[src/rtl/uart_tx_frame_arbiter.sv]
// uart_tx_frame_arbiter
// Arbitrates two frame requesters onto one byte-wide UART transmitter.
// Each frame is: SOF_BYTE, header {id, 2'b00, L}, L payload bytes, checksum.
// The checksum is the XOR of the header and all payload bytes.
//
// Ports
//   clk, reset            clock, synchronous active-high reset
//   req[1:0]              level frame request per requester
//   len0/len1[4:0]        payload length per requester, sampled at grant
//   data0/data1[7:0]      current payload byte per requester
//   pop[1:0]              one-cycle pulse, payload byte of requester i consumed
//   grant[1:0]            one-hot owner of the transmitter for the whole frame
//   frame_done[1:0]       one-cycle pulse when requester i's frame finishes
//   busy                  high from grant through the frame_done cycle
//   tx_start, tx_data     byte handoff to the UART transmitter
//   tx_active, tx_done    status from the UART transmitter
//
// state   | meaning
// --------+-----------------------------------------------------------
// S_IDLE  | no frame; arbitrate once the UART is fully idle
// S_LOAD  | put the next frame byte on tx_data, arm tx_start
// S_START | tx_start high for this single cycle
// S_WAIT  | wait for a rising edge of tx_done
// S_GAP   | wait for the UART to go idle, then next byte or finish
// S_DONE  | frame_done pulse, release grant, rotate priority
module uart_tx_frame_arbiter #(
  parameter logic [7:0] SOF_BYTE = 8'hA5,
  parameter int         MAX_LEN  = 16
) (
  input  logic       clk,
  input  logic       reset,
  input  logic [1:0] req,
  input  logic [4:0] len0,
  input  logic [4:0] len1,
  input  logic [7:0] data0,
  input  logic [7:0] data1,
  output logic [1:0] pop,
  output logic [1:0] grant,
  output logic [1:0] frame_done,
  output logic       busy,
  output logic       tx_start,
  output logic [7:0] tx_data,
  input  logic       tx_active,
  input  logic       tx_done
);

  localparam logic [4:0] MAX_L = 5'(MAX_LEN);

  typedef enum logic [2:0] {
    S_IDLE,
    S_LOAD,
    S_START,
    S_WAIT,
    S_GAP,
    S_DONE
  } state_t;

  state_t     state;
  logic       prio;
  logic       id;
  logic [4:0] len_q;
  logic [4:0] byte_idx;
  logic [7:0] csum;
  logic       tx_done_q;

  logic       win_id;
  logic [4:0] win_len;
  logic [4:0] win_len_clamped;
  logic [7:0] header;
  logic [7:0] payload;
  logic       tx_done_rise;
  logic       uart_idle;

  always_comb begin
    win_id = prio;
    if (req == 2'b01) win_id = 1'b0;
    else if (req == 2'b10) win_id = 1'b1;
    win_len         = win_id ? len1 : len0;
    win_len_clamped = (win_len > MAX_L) ? MAX_L : win_len;
  end

  assign header       = {id, 2'b00, len_q};
  assign payload      = id ? data1 : data0;
  // Edge detect so a tx_done level still high from the previous byte,
  // or held for two cycles, advances the frame exactly once.
  assign tx_done_rise = tx_done & ~tx_done_q;
  assign uart_idle    = ~tx_active & ~tx_done;

  always_ff @(posedge clk) begin
    if (reset) begin
      state      <= S_IDLE;
      prio       <= 1'b0;
      id         <= 1'b0;
      len_q      <= '0;
      byte_idx   <= '0;
      csum       <= '0;
      tx_done_q  <= 1'b0;
      pop        <= '0;
      grant      <= '0;
      frame_done <= '0;
      busy       <= 1'b0;
      tx_start   <= 1'b0;
      tx_data    <= '0;
    end else begin
      tx_done_q  <= tx_done;
      tx_start   <= 1'b0;
      pop        <= '0;
      frame_done <= '0;
      case (state)
        S_IDLE: begin
          if (req != 2'b00 && uart_idle) begin
            id       <= win_id;
            len_q    <= win_len_clamped;
            grant    <= win_id ? 2'b10 : 2'b01;
            busy     <= 1'b1;
            byte_idx <= '0;
            csum     <= '0;
            state    <= S_LOAD;
          end
        end
        S_LOAD: begin
          tx_start <= 1'b1;
          byte_idx <= byte_idx + 5'd1;
          state    <= S_START;
          if (byte_idx == 5'd0) begin
            tx_data <= SOF_BYTE;
          end else if (byte_idx == 5'd1) begin
            tx_data <= header;
            csum    <= header;
          end else if (byte_idx == len_q + 5'd2) begin
            tx_data <= csum;
          end else begin
            tx_data <= payload;
            csum    <= csum ^ payload;
            pop     <= id ? 2'b10 : 2'b01;
          end
        end
        S_START: state <= S_WAIT;
        S_WAIT: begin
          if (tx_done_rise) state <= S_GAP;
        end
        S_GAP: begin
          if (uart_idle) begin
            if (byte_idx == len_q + 5'd3) begin
              frame_done <= grant;
              state      <= S_DONE;
            end else begin
              state <= S_LOAD;
            end
          end
        end
        S_DONE: begin
          grant <= '0;
          busy  <= 1'b0;
          prio  <= ~id;
          state <= S_IDLE;
        end
        default: state <= S_IDLE;
      endcase
    end
  end

endmodule

[config.mk]
export PLATFORM = sky130hd
export DESIGN_NAME = uart_tx_frame_arbiter
export DESIGN_NICKNAME = d
export VERILOG_FILES = /design/src/rtl/uart_tx_frame_arbiter.sv
export SDC_FILE = /design/constraint.sdc
export NUM_CORES = 1
export LEC_CHECK = 0
export ABC_AREA = 0
export BUFFER_PORTS_ARGS = -buffer_cell sky130_fd_sc_hd__buf_2
export CAP_MARGIN = 5
export CORE_MARGIN = 3
export CORE_UTILIZATION = 55
export DETAILED_ROUTE_END_ITERATION = 10
export GPL_ROUTABILITY_DRIVEN = 1
export PLACE_DENSITY = 0.8
export SETUP_SLACK_MARGIN = 0.2
export SLEW_MARGIN = 25
export SYNTH_ARGS = -nofsm -noshare
export SYNTH_HDL_FRONTEND = slang
export SYNTH_SLANG_ARGS = --single-unit
[constraint.sdc]
create_clock -name clk -period 4.26 [get_ports clk]
set_clock_uncertainty 0.05 [all_clocks]
set_input_delay 0.213 -clock clk [delete_from_list [all_inputs] [get_ports clk]]
set_output_delay 0.213 -clock clk [all_outputs]
set_load 0.03 [all_outputs]
-- Word-level counts from Yosys, hierarchy flattened
Index checks and enable logic that the tools add are counted.
- flip-flop bits (word level): 40
- bits in latches: 0
- memory bits (writable): 0
- memory bits (read-only): 0
- input bits: 32
- word-level logic and storage cells: 83
- memories kept: 0
- add/subtract/negate cells: 3
- multiply operators: 0
- div/mod/pow operators: 0
- order comparisons: 1
- equality and inequality tests: 15
- shifts and indexed selects: 0
- muxes and demuxes: 27
- bitwise logic cells: 11
- reduce and logical (&&, ||, !) cells: 13
- operators with widths (operator ; count):
    $mux W8 ; 8
    $pmux W8 S2 ; 1
    $mux W5 ; 3
    $pmux W3 S5 ; 1
    $mux W3 ; 4
    $add A5 B2 Y5 const B ; 2
    $eq A5 B5 Y1 ; 2
    $pmux W5 S2 ; 1
    $ne A2 B2 Y1 const B ; 4
    $not A1 Y1 ; 8
    $xor A8 B8 Y8 ; 1
    $eq A3 B2 Y1 const B ; 2
    $eq A3 B3 Y1 const B ; 2
    $mux W2 ; 3
    $reduce_and A2 Y1 ; 3
    $reduce_bool A2 Y1 ; 3
    $add A5 B1 Y5 const B ; 1
    $eq A5 B1 Y1 const B ; 1
    $gt A5 B5 Y1 const B ; 1
    $logic_not A5 Y1 ; 1
    $reduce_or A5 Y1 ; 1
    $mux W1 ; 4
    $pmux W2 S2 ; 1
    $reduce_and A4 Y1 ; 1
    10 further kinds ; 11

-- Logic depth before layout (Yosys ltp)
- depth in word-level cells: 6
- depth in mapped cells: 8
- gate-level depth less buffers: 7

-- Worst setup path after synthesis
No wires, ideal clock.
- path type: register to register
- start: register len_q[1]
- end: register csum[7]
- library setup time: 0.120 ns
- arrival time: 2.047 ns
- setup slack: 2.043 ns
- stages on the path, launching flop included: 9
- path buffers: 1
- path through: dfxtp_1 inv_1 ha_1 xnor2_1 or4_4 or3_1 buf_2 nand4_1 a21oi_1
- longest elaborated chain between the ends: 4
- RTL lines (element ; RTL line ; RTL):
    start, declared ; 61 ; logic [4:0] len_q;
    start signal, assigned ; 113 ; len_q <= win_len_clamped;
    $add A5 B2 Y5 ; 130 ; end else if (byte_idx == len_q + 5'd2) begin
    $eq A5 B5 Y1 ; 130 ;
    $ne A3 B3 Y1 (no line) ; n/a ;
    $reduce_and A4 Y1 (no line) ; n/a ;
    end signal, assigned ; 129 ; csum <= header;
    end signal, assigned ; 134 ; csum <= csum ^ payload;
    end, declared ; 63 ; logic [7:0] csum;
Every way passes these cells.
A chain may end at the register's enable or synchronous reset.

-- Worst setup path after layout
- start: register len_q[1]
- end: register csum[0]
Same word-level chain as after synthesis.

==> impl_metrics.json <==
{
  "outcome": "complete, no violations",
  "cts_tree": "built",
  "maxCapViolCount": 0,
  "syn_nets": 323,
  "cts_root_buffer": "clkbuf_8",
  "worstSetupPathType": "reg -> reg",
  "maxSlewViolCount": 0,
  "cts.htree.levels": 2,
  "clkSinkCount": 40,
  "top_usage_layer": "met2",
  "synth-warning-count": 0,
  "place_ws_ns": 1.842,
  "final_common_cell": "buf_2",
  "layout_common_cells": "buf_2, dfxtp_1, o21ai_0, nor2_1, nand2_1",
  "rsz0062_at_grt": "false",
  "ioPinCount": 48,
  "hold_viol_final": 0,
  "cp.required_ns": 4.38,
  "hold_buffers": 0,
  "rows": 23,
  "clk_pin_slew_ns": 0.08,
  "grt_pass1_vias": 2079,
  "drt_pass1_iterations": 4,
  "drive_gt1_share_pct": 22.09,
  "place_hpwl_um": 4115,
  "cts.path.max_buffers": 2,
  "cts_resized": 0,
  "syn_inst": 285,
  "ys_ff_latch": 40,
  "global_route.usage.met3_pct": 4.488,
  "groute.usage.overall_pct": 23.03,
  "start_kind": "register",
  "critPathMaxFanout": 13,
  "vias": 2246,
  "p_per_area_nw_per_um2": 332.0,
  "synthesis.area_um2": 2379,
  "overflow": 0,
  "synth-async-reset-ratio_pct": 0,
  "setup_viol": 0,
  "vdd_drop_max_mv": 0.2212,
  "multi_input_area_um2": 1436,
  "via_per_inst": 5.973,
  "hold_class": "in -> reg",
  "drcViolationCount": 0,
  "max_freq_mhz": 409.8,
  "cts_inserted_buffers": 5,
  "core_area_um2": 4086,
  "cellLeakagePower_nw": 1.083,
  "synth.avg_cell_area_um2": 8.346,
  "syn2layout_area_growth_pct": 12.68,
  "die_x_um": 71.76,
  "drt-initial-drc-count": 185,
  "whs_ns": 0.1070,
  "cts_setup_buffers": 0,
  "crit_arrival_ns": 2.56,
  "drtAntennaViolNets": 0,
  "portBuffers": 47,
  "fin_setup_tns_ns": 0,
  "fill_cells": 356,
  "endpoint_kind": "register",
  "synth_edf_count": 0,
  "ff_latch_area_um2": 800.8,
  "grt_first_pass_wirelength_um": 9473,
  "setup_slack_ns": 1.820,
  "worst_pin_slew_ns": 0.8150,
  "grt_use_met2_pct": 38.47,
  "wl_per_cell_um": 14.89,
  "period_needed_ns": 2.440,
  "nets": 363,
  "die_h_um": 71.76,
  "fp.dieArea_um2": 5150,
  "antenna_found_initial": 0,
  "n_antenna_cell": 0,
  "period_share_pct": 57.29,
  "synth_flop_cell": "dfxtp_1",
  "start_util_pct": 58.21,
  "grt_max_degree": 33,
  "wirelength_um": 5598,
  "max_slew_margin_pct": 44.26,
  "insertion_delay_ns": 0.30,
  "synth_cell_types": 55,
  "grtUsageMet1_pct": 29.22,
  "ys_seq_area_share_pct": 33.67,
  "gp_congestion": 0.8776
}
==> state kept, by name (all words and copies together) (netlist names), 2 cells and up <==
| register | cells |
|---|---|
| csum | 8 |
| len_q | 5 |
| frame_done | 2 |
| pop | 2 |
| tx_data | 8 |
| byte_idx | 5 |
| grant | 2 |
| state | 3 |
==> Yosys cell counts, types with 4 or more instances <==
cell / n / share of area (%)
xor2_1: 7 / 2.6
nor3_1: 4 / 0.84
a211oi_1: 5 / 1.6
mux2_2: 6 / 2.8
nor2_1: 23 / 3.6
a31oi_1: 7 / 1.8
nand4_1: 8 / 2.1
dfxtp_1: 40 / 34
nor3b_1: 10 / 3.2
mux2i_1: 9 / 3.8
clkbuf_1: 6 / 0.95
nand2_1: 22 / 3.5
ha_1: 6 / 3.2
o21ai_0: 26 / 5.5
a21oi_1: 19 / 4.0
inv_1: 8 / 1.3
nand3_1: 13 / 2.7
xnor2_1: 10 / 3.7
==> layout make-up <==
| type | instances | share of cell area (%) |
|---|---|---|
| clock inverter | 2 | 0.3735 |
| multi-input combinational | 220 | 53.59 |
| clock buffer | 6 | 3.081 |
| inverter | 8 | 1.120 |
| sequential | 40 | 29.88 |
| tap | 50 | 2.334 |
| timing repair buffer | 50 | 9.617 |
==> final timing paths <==
kind         startpoint  depth (start not counted)  slack [ns]   endpoint
max reg2reg    len_q[1]                          7        1.82    csum[0]
max            len_q[1]                          7        1.82    csum[0]
min             tx_done                          2        0.11  tx_done_q
min reg2reg        busy                          2        0.43       busy
==> power breakdown <==
| group | internal [W] | switching, W |
|---|---|---|
| combinational | 0.0000842 | 0.000119 |
| clock | 0.000129 | 0.000140 |
| sequential | 0.000393 | 0.0000243 |
| total | 0.000607 | 0.000283 |
==> through the flow <==
step                      total power, W  cells  area [um^2]  utilization [%]
after floorplan                0.0005765    285         2379                -
after global placement         0.0006241    368         2587            63.32
after detailed placement       0.0006269    368         2587            63.32
after CTS                      0.0008880    376         2680            65.58
after global routing           0.0009342    376         2680            65.58
final                          0.0008899    376         2680            65.58
==> cell families after synthesis <==
kind of cell | after synthesis | share of synthesized area, %
AOI/OAI and AO/OA | 77 | 19.57
xor gates and xnor gates | 18 | 7.259
adders and majority gates | 7 | 3.577
buffers and inverters | 25 | 5.944
DFF | 40 | 33.67
muxes | 15 | 6.628
and+or+nand+nor | 103 | 23.36
==> worst max-delay path: stages, from the launching register on <==
cell	delay (ns)
dfxtp_1	0.43
inv_1	0.09
ha_1	0.31
xnor2_1	0.12
or4_4	0.61
or3_1	0.49
nand4_1	0.15
a21oi_1	0.07
==> layer usage <==
layer | vias to the layer above | wire length [um]
met4 | 0 | 127
li1 | 1109 | -
met1 | 1038 | 2390
met5 | - | 0
met2 | 83 | 2674
met3 | 16 | 406
Note: power is estimated with default switching activity, not from simulation.
